## config.mk

```make
export PLATFORM = sky130hd
export DESIGN_NAME = btb_ctrl
export DESIGN_NICKNAME = d
export VERILOG_FILES = /design/src/rtl/btb_ctrl.sv
export SDC_FILE = /design/constraint.sdc
export NUM_CORES = 2
export LEC_CHECK = 0
export CAP_MARGIN = 20
export CORE_MARGIN = 2
export CORE_UTILIZATION = 29
export CTS_CLUSTER_DIAMETER = 200
export DETAILED_ROUTE_END_ITERATION = 8
export PLACE_DENSITY_LB_ADDON = 0.1
export SYNTH_ARGS = -nofsm -noshare
export SYNTH_HDL_FRONTEND = slang
export SYNTH_SLANG_ARGS = --single-unit
export TNS_END_PERCENT = 1
```

## constraint.sdc

```tcl
create_clock -name clk -period 7.7 [get_ports clk]
set_input_delay 1.54 -clock clk [delete_from_list [all_inputs] [get_ports clk]]
set_output_delay 1.54 -clock clk [all_outputs]
set_load 0.05 [all_outputs]
```

## src/rtl/btb_ctrl.sv

```systemverilog
// Direct-mapped branch target buffer controller: arbitrates lookups/updates and sweeps valid bits.
// Optional hit/miss statistics counters are enabled by defining BTB_STATS_EN.
module btb_ctrl #(
  parameter int IDX_W = 6,
  parameter int TGT_W = 30
) (
  input  logic        clk,
  input  logic        rst,
  input  logic        lu_req,
  input  logic [31:0] lu_pc,
  input  logic        lu_kill,
  output logic        lu_ack,
  output logic        lu_hit,
  output logic        lu_taken,
  output logic [31:0] lu_target,
  input  logic        up_req,
  input  logic [31:0] up_pc,
  input  logic [31:0] up_target,
  input  logic        up_taken,
  output logic        up_ack,
  input  logic        inv_all,
`ifdef BTB_STATS_EN
  output logic [15:0] hit_cnt,
  output logic [15:0] miss_cnt,
`endif
  output logic        busy
);

  localparam int ENTRIES = 1 << IDX_W;
  localparam int TAG_W   = 32 - IDX_W - 2;

  typedef enum logic [1:0] {SWEEP, IDLE, LOOKUP, UPDATE} state_t;

  state_t             state, state_nxt;
  logic [IDX_W-1:0]   sweep_idx;
  logic               valid_q [ENTRIES];
  logic [TAG_W-1:0]   tag_q   [ENTRIES];
  logic [TGT_W-1:0]   tgt_q   [ENTRIES];
  logic [1:0]         ctr_q   [ENTRIES];

  logic [IDX_W-1:0]   lu_idx, up_idx;
  logic [TAG_W-1:0]   lu_tag, up_tag;
  logic               lu_raw_hit, up_match, lu_fire, up_fire;
  logic               unused_bits;

  function automatic logic [1:0] ctr_step(input logic [1:0] c, input logic taken);
    if (taken) return (c == 2'd3) ? c : c + 2'd1;
    else       return (c == 2'd0) ? c : c - 2'd1;
  endfunction

  function automatic logic [15:0] sat_inc16(input logic [15:0] v);
    return (v == 16'hFFFF) ? v : v + 16'd1;
  endfunction

  assign lu_idx      = lu_pc[IDX_W+1:2];
  assign lu_tag      = lu_pc[31:IDX_W+2];
  assign up_idx      = up_pc[IDX_W+1:2];
  assign up_tag      = up_pc[31:IDX_W+2];
  assign lu_raw_hit  = valid_q[lu_idx] && (tag_q[lu_idx] == lu_tag);
  assign up_match    = valid_q[up_idx] && (tag_q[up_idx] == up_tag);
  assign unused_bits = ^{lu_pc[1:0], up_pc[1:0], up_target[1:0]};

  // A reset arriving during LOOKUP/UPDATE suppresses that cycle's ack and write
  assign lu_fire = (state == LOOKUP) && !rst;
  assign up_fire = (state == UPDATE) && !rst;

  always_comb begin
    state_nxt = state;
    case (state)
      SWEEP:  if (!inv_all && (&sweep_idx)) state_nxt = IDLE;
      IDLE: begin
        if (inv_all)     state_nxt = SWEEP;
        else if (up_req) state_nxt = UPDATE;
        else if (lu_req) state_nxt = LOOKUP;
      end
      default: state_nxt = inv_all ? SWEEP : IDLE;
    endcase
  end

  always_ff @(posedge clk) begin
    if (rst) begin
      state     <= SWEEP;
      sweep_idx <= '0;
    end else begin
      state <= state_nxt;
      if (state == SWEEP && !inv_all) sweep_idx <= sweep_idx + 1'b1;
      else                            sweep_idx <= '0;
    end
  end

  // Single write port: sweep clears a valid bit, update allocates or trains an entry
  always_ff @(posedge clk) begin
    if (state == SWEEP) begin
      valid_q[sweep_idx] <= 1'b0;
    end else if (up_fire) begin
      tgt_q[up_idx] <= up_target[TGT_W+1:2];
      if (up_match) begin
        ctr_q[up_idx] <= ctr_step(ctr_q[up_idx], up_taken);
      end else begin
        valid_q[up_idx] <= 1'b1;
        tag_q[up_idx]   <= up_tag;
        ctr_q[up_idx]   <= up_taken ? 2'd2 : 2'd1;
      end
    end
  end

  always_comb begin
    lu_ack    = lu_fire;
    lu_hit    = lu_fire && lu_raw_hit && !lu_kill;
    lu_taken  = lu_hit && ctr_q[lu_idx][1];
    lu_target = lu_hit ? 32'({tgt_q[lu_idx], 2'b00}) : 32'd0;
    up_ack    = up_fire;
    busy      = rst || (state == SWEEP);
  end

`ifdef BTB_STATS_EN
  always_ff @(posedge clk) begin
    if (rst) begin
      hit_cnt  <= '0;
      miss_cnt <= '0;
    end else if (lu_fire) begin
      if (lu_hit) hit_cnt  <= sat_inc16(hit_cnt);
      else        miss_cnt <= sat_inc16(miss_cnt);
    end
  end
`endif

endmodule
```

After elaboration in Yosys (flattened, before gate mapping)
Memory sizes are Yosys's and may differ from the RTL's.
Index checks and enable logic that the tools add are counted.
{"block": "op_classes", "n_addsub": 3, "mul": 0, "div_mod_pow": 0, "order_cmp": 0, "eq_ne": 8, "n_shift": 0, "mux": 31, "bitwise_logic": 2, "reduce_logical": 19}
{"operator": "equality test 24 bit", "n": 2}
{"operator": "2-to-1 mux 32 bit", "n": 1}
{"operator": "2-to-1 mux 2 bit", "n": 12}
{"operator": "2-to-1 mux 1 bit", "n": 16}
{"operator": "logical AND 1 bit", "n": 9}
{"operator": "adder 6 x 1 -> 6 bit (second input constant)", "n": 1}
{"operator": "equality test 2 bit (second input constant)", "n": 3}
{"operator": "2-to-1 mux 6 bit", "n": 1}
{"operator": "AND reduction 6 bit", "n": 1}
{"operator": "zero test 2 bit", "n": 2}
{"operator": "inequality test 4 bit (second input constant)", "n": 1}
{"operator": "case mux 2 bit (2 select lines)", "n": 1}
{"operator": "zero test 1 bit", "n": 3}
{"operator": "adder 2 x 1 -> 2 bit (second input constant)", "n": 1}
{"operator": "equality test 2 x 1 -> 1 bit (second input constant)", "n": 1}
{"operator": "inequality test 2 bit (second input constant)", "n": 1}
{"operator": "AND reduction 2 bit", "n": 1}
{"operator": "OR reduction 2 bit", "n": 1}
{"operator": "subtractor 2 x 1 -> 2 bit (second input constant)", "n": 1}
{"operator": "logical OR 1 bit", "n": 1}
{"operator": "inverter 1 bit", "n": 1}
{"operator": "bitwise OR 1 bit", "n": 1}
{"operator": "OR reduction 1 bit", "n": 1}
{"block": "word_totals", "register_bits": 8, "latch_bits": 0, "ram_bits": 3648, "rom_bits": 0, "inputBits": 103, "output_inout_bits": 37, "wordCells": 69, "memories": 4}
{"name": "tgt_q", "words": 64, "word_bits": 30, "rd": 1, "rd_ports_with_merged_regs": 0, "write_ports": 1, "line_no": "38", "source": "logic [TGT_W-1:0] tgt_q [ENTRIES];"}
{"name": "tag_q", "words": 64, "word_bits": 24, "rd": 2, "rd_ports_with_merged_regs": 0, "write_ports": 1, "line_no": "37", "source": "logic [TAG_W-1:0] tag_q [ENTRIES];"}
{"name": "ctr_q", "words": 64, "word_bits": 2, "rd": 2, "rd_ports_with_merged_regs": 0, "write_ports": 1, "line_no": "39", "source": "logic [1:0] ctr_q [ENTRIES];"}
{"name": "valid_q", "words": 64, "word_bits": 1, "rd": 2, "rd_ports_with_merged_regs": 0, "write_ports": 1, "line_no": "36", "source": "logic valid_q [ENTRIES];"}

Longest topological paths before layout
An unclocked memory read counts as a cell.
{"block": "logic_depth", "depth_word": 9, "ltp_mapped": 20, "depth_no_buf": 11}

Worst setup path before layout
Ideal clock, no wire load.
{"block": "synth_path", "path_type": "input to output", "startpoint": "in lu_pc[2]", "endpoint": "out lu_target[13]", "arrival_time_ns": 5.709, "t_required_ns": 6.160, "path_slack_ns": 0.451, "cell_stages": 14, "path_cell_list": "buf_2 clkbuf_1 buf_2 buf_2 mux4_2 mux4_2 a211oi_1 a21oi_1 xnor2_1 nand4_1 nor2_1 nand4_1 clkbuf_1 a211oi_1"}
{"block": "synth_via", "elab_chain_cells": 6}
{"item": "start, declared", "line_no": "10", "source": "input logic [31:0] lu_pc,"}
{"item": "memory (64 x 24 bit)"}
{"item": "equality test 24 bit", "line_no": "59", "source": "assign lu_raw_hit = valid_q[lu_idx] && (tag_q[lu_idx] == lu_tag);"}
{"item": "logical AND 1 bit", "line_no": "59"}
{"item": "logical AND 1 bit (2 in series)", "line_no": "109", "source": "lu_hit = lu_fire && lu_raw_hit && !lu_kill;"}
{"item": "2-to-1 mux 32 bit *", "line_no": "111", "source": "lu_target = lu_hit ? 32'({tgt_q[lu_idx], 2'b00}) : 32'd0;"}
{"item": "end, declared", "line_no": "15", "source": "output logic [31:0] lu_target,"}
Mark *: on every way between the ends. The rest lies on a longest branch, timed or not.

Worst setup path in the final report
{"block": "layout_path", "startpoint": "in lu_pc[2]", "endpoint": "out lu_target[15]"}
Same word-level chain as after synthesis.

==> results <==
- Buffers placed on the I/O ports in this run total ~130.
- TritonCTS built the clock tree.
- Synthesis instantiated 69 different standard cells from the library.
- The sink count of the clock tree is 3656.
- The minimum clock period after layout is 7630 ps.
- The routed metal-1 wirelength is 248000 um.
- For this run, design rule violations remaining after detail routing come to 0.
- The clock buffer count from CTS is 421.
- From left edge to right edge, the die measures 733 um.
- The worst endpoint data arrival time is 6090 ps.
- The largest vdd supply drop is approximately 0.00018 V.
- The detailed-routed wire length on met3 is around 35000 um.
- The worst reg2reg path depth is 13.
- The filler cells instantiated in the layout total 49005.
- sky130_fd_sc_hd__edfxtp_1 takes more of the synthesized area than any other cell.
- For the pin with the worst max-slew slack, the measured transition is 1130 ps.
- Cells fill 35.2% of the core in the end.
- The total detailed-routing wirelength is 598000 um.
- A synthesized cell averages roughly 22 um^2.
- The detailed-route vias per instance is ~5.4.
- The area inside the core boundary is roughly 530000 um^2.
- The worst setup path is of the in2out kind.
- In the post-synthesis netlist, the biggest area contributors are sky130_fd_sc_hd__edfxtp_1, sky130_fd_sc_hd__mux4_2, sky130_fd_sc_hd__mux2i_1, sky130_fd_sc_hd__clkbuf_1, sky130_fd_sc_hd__a221oi_1.
- The number of cells on the worst hold path is 1.
- The clock insertion delay at the later pin of the skew report is 1010 ps.
- The clock transition at the registers of the reported paths is 50 ps.
- Of the post-synthesis cell area, the part taken by muxes is 22.7%.
- The top fanout value on the critical path is 7.
- The synthesized netlist devotes 2.41% of its cell area to compound gates.
- The via total after detailed routing is 82957.
- The area share of the largest cell type after synthesis is 71.1%.
- Data on the critical path is required at its endpoint by 6160 ps.
- The vertical die dimension is 733 um.
- The upper clock frequency limit is 131 MHz.
- The initial antenna violation count is 49.
- The first detailed-routing pass took 5 iterations.
- The first global-routing pass estimated ~800000 um of wire.
- Entering global routing, the biggest net connects slightly above 90 pins.
- The number of synthesized flops with an enable pin is between 3000 and 4000.
- The die covers 537000 um^2.
- The number of buffers inserted by hold repair at cts is 0.
- The site row count is ~270.
- The via count of the first global-routing pass is between 80000 and 90000.
- In the synthesized netlist the async set-or-reset flop fraction comes to 0%.
- The class of the worst hold path is reg2reg.
- The number of cells produced by synthesis is 7057.
- Once the floorplan was initialized, standard cells occupied approximately 29% of the core.
- Setup violations remaining at the end of the flow were counted as 0.
- In the final layout, the multi-input gates occupy 43000 um^2.
- The category of the worst setup path capture point is an output pin.
- The area share of xor/xnor cells in the synthesized design is 0.278%.
- Of the total synthesized cell area, the portion taken by AND, OR, NAND and NOR gates is 1.88%.
- The synthesized netlist devotes 0.00812% of its cell area to adder and majority cells.
- The tree is rooted in a sky130_fd_sc_hd__clkbuf_16.
- The count of H-tree levels built during CTS is 5.
- Across the whole layout, storage elements account for 110000 um^2.
- The max-slew violation total from the final report was 0.
- In the global route stage, overall resource usage came out at 21.7%.
- The count of max-cap constraint violations is 0.
- After synthesis, the largest family of logic cells by area is multiplexers.
- Detailed placement ended at an HPWL of 367000 um.
- The most frequently used flop master after synthesis is sky130_fd_sc_hd__edfxtp_1.
- The register bit count reported by yosys is 3656.
- The design draws 0.0451 W.
- The count of boundary I/O pins is 140.
- For this run, the register share of the synthesized area comes to 71.2%.
- The met2 wire length is 293000 um.
- The final count of hold timing violations was 0.
- The analysis attributes to cell leakage a power of roughly 58 nW.
- The first-iteration detailed-routing DRC count is 9292.
- The run finished with clean final reports.
- In this run the remaining antenna-violating nets after routing total 0.
- Dividing the detail-routed wire length by the instance count gives 39.3 um.
- The clock skew is 66.3 ps.
- The Yosys warning count is 0.
- Compared with the post-synthesis result, the final layout area differs by 20.7%.
- In this run the tightest slew margin relative to its limit is 24.5%.
- The number of nets in the layout is 7966.
- The worst-case register-to-register setup slack is 2970 ps.
- The number of buffers on the longest clock path is 4.
- The highest metal layer with signal wires is met5.
- The type of origin of the critical path is an input pin.
- Setup repair after global routing left no endpoint under its margin.
- The period utilization is 99.1%.
- Power spread over the standard cell area amounts to 242 nW/um^2.
- The final RePlAce weighted congestion is 0.821.
- After global routing the overflow that remains totals 0.
- The cell area after synthesis is roughly 150000 um^2.
- The ratio of cells with drive above 1 in the final layout is a little under two fifths.
[final cells by class]
| class | count | share of cell area, % |
|---|---|---|
| well taps | 6994 | 4.70 |
| repair buffers | 887 | 5.80 |
| clock buffers | 513 | 5.93 |
| clock inverters | 266 | 1.44 |
| diodes | 11 | 0.0148 |
| multi-input cells | 2874 | 23.1 |
| flip-flops and latches | 3656 | 59.0 |
| inverters | 22 | 0.0457 |
[worst max-delay path, stage by stage]
cell and delay, ps:
sky130_fd_sc_hd__buf_16 170, sky130_fd_sc_hd__buf_16 170, sky130_fd_sc_hd__buf_12 140, sky130_fd_sc_hd__mux4_2 500
sky130_fd_sc_hd__mux4_2 530, sky130_fd_sc_hd__mux4_2 630, sky130_fd_sc_hd__xnor2_2 190, sky130_fd_sc_hd__nand3_2 130
sky130_fd_sc_hd__buf_4 200, sky130_fd_sc_hd__nor3_4 500, sky130_fd_sc_hd__buf_6 180, sky130_fd_sc_hd__nand4_1 80
sky130_fd_sc_hd__buf_4 220, sky130_fd_sc_hd__bufbuf_16 300, sky130_fd_sc_hd__a211oi_1 200, sky130_fd_sc_hd__buf_4 170
sky130_fd_sc_hd__buf_12 130
[metrics by stage]
stage	worst slack, ps	cells	hold WS, ps	TNS, ps	cell area [um^2]
floorplan	451	7058	455	0	154000
global placement	-1050	14383	522	-30830	171000
detailed placement	-1120	14386	546	-31950	171000
CTS	10.1	15182	561	0	185000
global route	5.56	15216	580	0	186000
finish	69.9	15223	548	0	186000
[sequential cells by signal, indices dropped and copies added (netlist names)]
register   count
tgt_q       1920
state          2
sweep_idx      6
tag_q       1536
ctr_q        128
valid_q       64
[final timing paths]
kind / from / endpoint
setup reg to reg: tag_q[54][3] / tag_q[35][21]
hold / removal: sweep_idx[0] / sweep_idx[0]
hold reg to reg: sweep_idx[0] / sweep_idx[0]
setup / recovery: lu_pc[2] / lu_target[15]
[cell usage in the layout, fill, tap and decap left out, types with 15 or more instances in the layout]
| cell type | count |
|---|---|
| sky130_fd_sc_hd__buf_12 | 290 |
| sky130_fd_sc_hd__edfxtp_1 | 3648 |
| sky130_fd_sc_hd__clkdlybuf4s50_1 | 34 |
| sky130_fd_sc_hd__a221oi_1 | 90 |
| sky130_fd_sc_hd__nand3_1 | 52 |
| sky130_fd_sc_hd__mux2i_1 | 219 |
| sky130_fd_sc_hd__a21oi_1 | 65 |
| sky130_fd_sc_hd__clkinvlp_4 | 15 |
| sky130_fd_sc_hd__clkinv_2 | 78 |
| sky130_fd_sc_hd__a211oi_1 | 22 |
| sky130_fd_sc_hd__mux4_2 | 1437 |
| sky130_fd_sc_hd__buf_16 | 16 |
| sky130_fd_sc_hd__clkinv_1 | 102 |
| sky130_fd_sc_hd__clkbuf_1 | 84 |
| sky130_fd_sc_hd__xnor2_1 | 32 |
| sky130_fd_sc_hd__o21bai_1 | 15 |
| sky130_fd_sc_hd__nor3_1 | 21 |
| sky130_fd_sc_hd__bufinv_16 | 44 |
| sky130_fd_sc_hd__a22oi_1 | 89 |
| sky130_fd_sc_hd__o22ai_1 | 102 |
| sky130_fd_sc_hd__a22o_1 | 21 |
| sky130_fd_sc_hd__mux2_2 | 36 |
| sky130_fd_sc_hd__nor3_2 | 53 |
| sky130_fd_sc_hd__nor2_4 | 69 |
| sky130_fd_sc_hd__nand2_1 | 117 |
| sky130_fd_sc_hd__clkbuf_16 | 431 |
| sky130_fd_sc_hd__nand4_1 | 21 |
| sky130_fd_sc_hd__nor2b_1 | 42 |
| sky130_fd_sc_hd__buf_4 | 466 |
| sky130_fd_sc_hd__nor2_1 | 117 |
| sky130_fd_sc_hd__buf_2 | 57 |
| sky130_fd_sc_hd__o21ai_0 | 52 |
[metal layers]
| layer | vias up | global-route usage [%] |
|---|---|---|
| met4 | 16 | 6.58 |
| met5 | - | 0 |
| li1 | 32452 | - |
| met2 | 3179 | 36.5 |
| met3 | 844 | 3.27 |
| met1 | 46466 | 29.0 |
[cells in the mapped netlist (11+ instances only)]
| cell | instances |
|---|---|
| sky130_fd_sc_hd__a211oi_1 | 23 |
| sky130_fd_sc_hd__a21oi_1 | 66 |
| sky130_fd_sc_hd__a221oi_1 | 90 |
| sky130_fd_sc_hd__a22o_1 | 21 |
| sky130_fd_sc_hd__a22oi_1 | 89 |
| sky130_fd_sc_hd__buf_1 | 95 |
| sky130_fd_sc_hd__buf_2 | 108 |
| sky130_fd_sc_hd__buf_4 | 38 |
| sky130_fd_sc_hd__buf_6 | 20 |
| sky130_fd_sc_hd__clkbuf_1 | 245 |
| sky130_fd_sc_hd__edfxtp_1 | 3648 |
| sky130_fd_sc_hd__inv_1 | 20 |
| sky130_fd_sc_hd__mux2_2 | 36 |
| sky130_fd_sc_hd__mux2i_1 | 219 |
| sky130_fd_sc_hd__mux4_2 | 1437 |
| sky130_fd_sc_hd__nand2_1 | 128 |
| sky130_fd_sc_hd__nand3_1 | 53 |
| sky130_fd_sc_hd__nand4_1 | 21 |
| sky130_fd_sc_hd__nor2_1 | 190 |
| sky130_fd_sc_hd__nor2b_1 | 47 |
| sky130_fd_sc_hd__nor3_1 | 75 |
| sky130_fd_sc_hd__nor4_1 | 13 |
| sky130_fd_sc_hd__o211ai_1 | 13 |
| sky130_fd_sc_hd__o21ai_0 | 53 |
| sky130_fd_sc_hd__o21bai_1 | 15 |
| sky130_fd_sc_hd__o22ai_1 | 102 |
| sky130_fd_sc_hd__o32ai_1 | 11 |
| sky130_fd_sc_hd__xnor2_1 | 38 |
| sky130_fd_sc_hd__xor2_1 | 11 |
[where the power goes]
part / switching, W / total [W] / leakage [nW] / internal, W
clock network: 0.00854 / 0.0202 / 6.67 / 0.0117
registers: 0.00000157 / 0.0219 / 32.9 / 0.0219
logic: 0.00179 / 0.00297 / 18.3 / 0.00119
[cell families after synthesis]
family          Yosys count
compound gates          526
xor+xnor                 49
buf+inv                 528
mux                    1692
flops                  3656
fa+ha+maj                 1
other cells               1
simple gates            604
[timing repair]
| action | in CTS | in global routing |
|---|---|---|
| cloned | 4 | 4 |
| buffers inserted | 13 | 9 |
| pin swaps | 3 | 4 |
| resized for setup | 17 | 17 |
| setup endpoints to repair | 32 | 29 |
No activity file was read; power rests on OpenSTA's default activity.
